## src/rtl/frame_burst_sched.sv

```systemverilog
// Frame burst scheduler: walks a frame of lines, each made of full bursts plus an
// optional tail burst, handshaking every burst with an AXI master.
module frame_burst_sched #(
    parameter int LSIZE = 16,
    parameter int BSIZE = 12
) (
    input  logic             clock,
    input  logic             rst_n,
    input  logic             frame_start,
    input  logic             abort,
    input  logic [LSIZE-1:0] frame_lines,
    input  logic [BSIZE-1:0] line_bursts,
    input  logic             line_tail,
    output logic             req,
    output logic             req_tail,
    input  logic             ack,
    input  logic             wdone,
    output logic             new_base,
    output logic             burst_done,
    output logic             tail_done,
    output logic             busy,
    output logic             frame_done,
    output logic [LSIZE-1:0] line_cnt
);

    typedef enum logic [2:0] {
        S_IDLE,
        S_LOAD,
        S_REQ,
        S_WAIT,
        S_STEP,
        S_GAP1,
        S_GAP2,
        S_DONE
    } state_t;

    localparam logic [LSIZE-1:0] L_ONE = LSIZE'(1);
    localparam logic [BSIZE:0]   B_ONE = (BSIZE + 1)'(1);

    state_t           state_q, state_d;
    logic [LSIZE-1:0] lines_q, lines_d;
    logic [BSIZE-1:0] bursts_q, bursts_d;
    logic             tail_q, tail_d;
    logic [LSIZE-1:0] line_q, line_d;
    logic [BSIZE:0]   burst_q, burst_d;

    logic [BSIZE:0]   n_last;
    logic             last_burst;
    logic             last_line;

    // Index of the last burst in a line; only consulted once N>0 is guaranteed.
    assign n_last     = {1'b0, bursts_q} + {{BSIZE{1'b0}}, tail_q} - B_ONE;
    assign last_burst = (burst_q == n_last);
    assign last_line  = (line_q == lines_q - L_ONE);

    always_comb begin
        state_d  = state_q;
        lines_d  = lines_q;
        bursts_d = bursts_q;
        tail_d   = tail_q;
        line_d   = line_q;
        burst_d  = burst_q;
        case (state_q)
            S_IDLE: begin
                if (frame_start) begin
                    state_d  = S_LOAD;
                    lines_d  = frame_lines;
                    bursts_d = line_bursts;
                    tail_d   = line_tail;
                    line_d   = '0;
                    burst_d  = '0;
                end
            end
            S_LOAD: begin
                if (lines_q == '0 || (bursts_q == '0 && !tail_q)) begin
                    state_d = S_DONE;
                end else begin
                    state_d = S_REQ;
                end
            end
            S_REQ:  if (ack) state_d = S_WAIT;
            S_WAIT: if (wdone) state_d = S_STEP;
            S_STEP: state_d = S_GAP1;
            S_GAP1: state_d = S_GAP2;
            S_GAP2: begin
                if (!last_burst) begin
                    burst_d = burst_q + B_ONE;
                    state_d = S_REQ;
                end else if (!last_line) begin
                    burst_d = '0;
                    line_d  = line_q + L_ONE;
                    state_d = S_REQ;
                end else begin
                    state_d = S_DONE;
                end
            end
            S_DONE:  state_d = S_IDLE;
            default: state_d = S_IDLE;
        endcase
        // Abort wins over everything once a frame is in flight.
        if (abort && state_q != S_IDLE) begin
            state_d = S_IDLE;
        end
    end

    always_ff @(posedge clock or negedge rst_n) begin
        if (!rst_n) begin
            state_q  <= S_IDLE;
            lines_q  <= '0;
            bursts_q <= '0;
            tail_q   <= 1'b0;
            line_q   <= '0;
            burst_q  <= '0;
        end else begin
            state_q  <= state_d;
            lines_q  <= lines_d;
            bursts_q <= bursts_d;
            tail_q   <= tail_d;
            line_q   <= line_d;
            burst_q  <= burst_d;
        end
    end

    // Outputs decode registered state only, so ack/wdone never reach them combinationally.
    assign req        = (state_q == S_REQ);
    assign req_tail   = (state_q == S_REQ) && tail_q && last_burst;
    assign new_base   = (state_q == S_LOAD);
    assign burst_done = (state_q == S_STEP) && !last_burst;
    assign tail_done  = (state_q == S_STEP) && last_burst;
    assign busy       = (state_q != S_IDLE);
    assign frame_done = (state_q == S_DONE);
    assign line_cnt   = line_q;

endmodule
```

## config.mk

```make
export PLATFORM = sky130hd
export DESIGN_NAME = frame_burst_sched
export DESIGN_NICKNAME = d
export VERILOG_FILES = /design/src/rtl/frame_burst_sched.sv
export SDC_FILE = /design/constraint.sdc
export NUM_CORES = 1
export LEC_CHECK = 0
export CORE_ASPECT_RATIO = 0.75
export CORE_MARGIN = 3
export CORE_UTILIZATION = 30
export DETAILED_ROUTE_END_ITERATION = 12
export GPL_TIMING_DRIVEN = 0
export HOLD_SLACK_MARGIN = 0.03
export PLACE_DENSITY_LB_ADDON = 0.1
export SYNTH_ARGS = -nofsm -noshare
export SYNTH_HDL_FRONTEND = slang
export SYNTH_SLANG_ARGS = --single-unit
```

## constraint.sdc

```tcl
create_clock -name clock -period 4.3 [get_ports clock]
set_clock_uncertainty 0.2 [all_clocks]
set_input_delay 0.645 -clock clock [delete_from_list [all_inputs] [get_ports clock]]
set_output_delay 0.645 -clock clock [all_outputs]
set_load 0.005 [all_outputs]
```

==> metrics.txt <==
Worst slew margin 0.3131; Adder-Cell Fraction of Synth Area 0.01558; Max Slew Vio Count 0; largest family of logic cells by synthesized area simple AND/OR/NAND/NOR gates; drt initial violations 244; Static Leak 0.002205 uW; Layout Cells excl Fill 722; Min-Delay Path Class in -> async; Inst Count DP 706; synthesized area per cell 8.315 sq um; synth unique cells 64; cts hold-fix bufs 0; XOR/XNOR Fraction of Synth Area 0.07196; synth top area cells dfrtp_1 (38%), nand2_1 (9.7%), xnor2_1 (4.1%); syn_nets 523; Ports 58; total gr overflow 0; Initial Utilization 0.3174; slowest stage delay, CP 0.57 ns; WP data required 3.45 ns; number of antenna violations at the first check in global routing 0; FFs w/ async S/R, synth 1.000; CTS tree yes; Core Area 12660 sq um; pre-CTS WS 0.1590 ns; Slowest cell on crit path or4_4; post-CTS setup buffer count 0; Die Wd 139.6 um; post-synth top area share 0.3801; #FFs+latches synth 61; synthesized area 4016 sq um; DP Wirelength 8969 um; clock root buffer clkbuf_16; PostCTS Resize Cnt 4; fill count 1319; register area share after synthesis 0.3801; Slew @ Worst Pin 1.022 ns; Clock Latency Late Sink 0.33 ns; mux contribution to synthesized area 0.03022; Synth warnings 0; FF/Latch Area 1526 sq um; clock sink count 61; Tmin final 4.160 ns; vias per cell 5.107; post-route antenna net violation count 0; Post-Route WL 12120 um; die area 14830 sq um; final worst setup slack 0.1396 ns; Critical Path Start Type register; Clock H-tree levels 3; Core Rows 35; critical-path maximum fanout 5; Yosys top cell by area dfrtp_1; input/output buffers 57; setup_tns 0 ns; max_cap viols 0; Final Hold Fails 0; count leader, synth nand2_1; Die Height 106.2 um; first-pass GRT wire length 19700 um; Max IR drop VDD 0.2216 mV; worst r2r dst burst_q[0]; critical setup path kind reg -> out; multi-input logic area 2357 sq um; worst r2r src lines_q[0]; R2R depth 11; Pwr per Cell Area 544.4 nW/um^2; CTS clk-pin slew, worst paths 0.06 ns; period utilisation layout 0.9675; total power draw 2776 uW; most instantiated cells after synthesis nand2_1 (104), dfrtp_1 (61), nor2_1 (25); GP Congestion 0.8459; post-synthesis compound-gate area fraction 0.1343; fmax 240.4 MHz; crit end category primary output; Post-synth top flop dfrtp_1; WL/cell 16.78 um; status finished clean; First-pass DRT Iterations 4; R2R setup slack 0.36 ns; Setup-failing EPs final 0; Area growth syn-to-layout 26.98%; Post-synth EDFFs 0; Cells after Synth 483; drt drc 0; Global Route Usage Sum 0.1692; CP Buf/Inv Count 2; Crit path max-delay family simple AND/OR/NAND/NOR gates; Net count, final 591; post-synthesis simple-gate area fraction 0.3259; diode count 0; RSZ-0062 raised after global routing no; area post-placement 4792 sq um; post-route cell area 5100 sq um; number of CTS-inserted buffers 9; largest net degree at the start of global routing 62; vias in the first global route 3469; clk buf depth 2; crit path DAT 3.32 ns; layout cells sized above 1 0.08094; vias post-DR 3687; CP cell instances inv_1, ha_2, or4b_4, o32a_1, o22ai_2, nand2_1, or4_4, and3_1, clkdlybuf4s50_1
-- stage by stage --
step,hold WS (ns),utilization
floorplan,0.1494,-
global placement,0.3148,0.3788
detailed placement,0.3192,0.3786
CTS,0.2530,0.4017
global route,0.2828,0.4030
finish,0.2000,0.4030
-- state kept, by name, indices dropped and copies added (netlist names) --
register and flops:
burst_q 13, line_cnt 16, tail_q 1, bursts_q 12, state_q 3, lines_q 16
-- worst max-delay path by stage --
stage / from / to / slack [ns] / depth (start not counted)
4_1_cts: tail_q / tail_done / 0.05 / 9
2_1_floorplan: tail_q / line_cnt[11] / 0.94 / 12
3_3_place_gp: rst_n / lines_q[12] / -0.02 / 1
3_5_place_dp: tail_q / tail_done / 0.16 / 10
5_1_grt: tail_q / req_tail / 0.01 / 9
6_report: tail_q / burst_done / 0.14 / 9
-- metal layers --
metal | GRT usage | up-vias | routed length, um
li1 | - | 1847 | -
met1 | 0.2782 | 1737 | 6711
met2 | 0.2166 | 94 | 4648
met3 | 0.03867 | 9 | 650
met4 | 0.03873 | 0 | 107
met5 | 0 | - | 0
-- report_power, final --
group	leakage (uW)	internal, uW	total, uW	switching, uW
sequential	0.000803	717	898	180
combinational	0.00128	496	1220	721
clock	0.000120	387	662	275
-- layout make-up --
cell class                      instances  share of cell area
Sequential cell                        61              0.2993
Multi-Input combinational cell        382              0.4622
Inverter                               13            0.009568
Clock inverter                          6            0.007851
Timing Repair Buffer                   57              0.1119
Buffer                                 27             0.02355
Tap cell                              166             0.04073
Clock buffer                           10             0.04490
-- cells by family after synthesis --
logic type	after synthesis
AND/OR/NAND/NOR	255
AO/OA/AOI/OAI	77
flip-flops	61
buffers and inverters	40
XOR/XNOR	33
multiplexers	12
adder cells (fa/ha/maj)	5
-- cells in the final DEF, fill, tap and decap left out, drive strengths merged, types with 7 or more instances in the layout --
cell / Yosys / routed
nand2: 104 / 104
dfrtp: 61 / 61
clkdlybuf4s50: 0 / 55
clkbuf: 21 / 31
nor2: 25 / 25
nor3: 21 / 21
nand3: 21 / 21
o21ai: 20 / 20
xnor2: 19 / 19
a21oi: 16 / 16
xor2: 14 / 14
inv: 13 / 13
nand4: 12 / 12
nor2b: 11 / 11
mux2i: 11 / 11
and3: 8 / 8
or4: 8 / 8
nor4: 8 / 8
nand2b: 7 / 7
buf: 6 / 7
-- worst register-to-register path: stages (launching register included) --
cell and delay, ns:
dfrtp_1 0.43, inv_1 0.09, ha_1 0.22, nor3b_1 0.77, nand4_1 0.31, xnor2_1 0.24, o211ai_1 0.17, nor4_2 0.43
and4b_1 0.33, o21a_1 0.23, buf_2 0.27, mux2_2 0.19
Note: power is estimated with default switching activity, not from simulation.
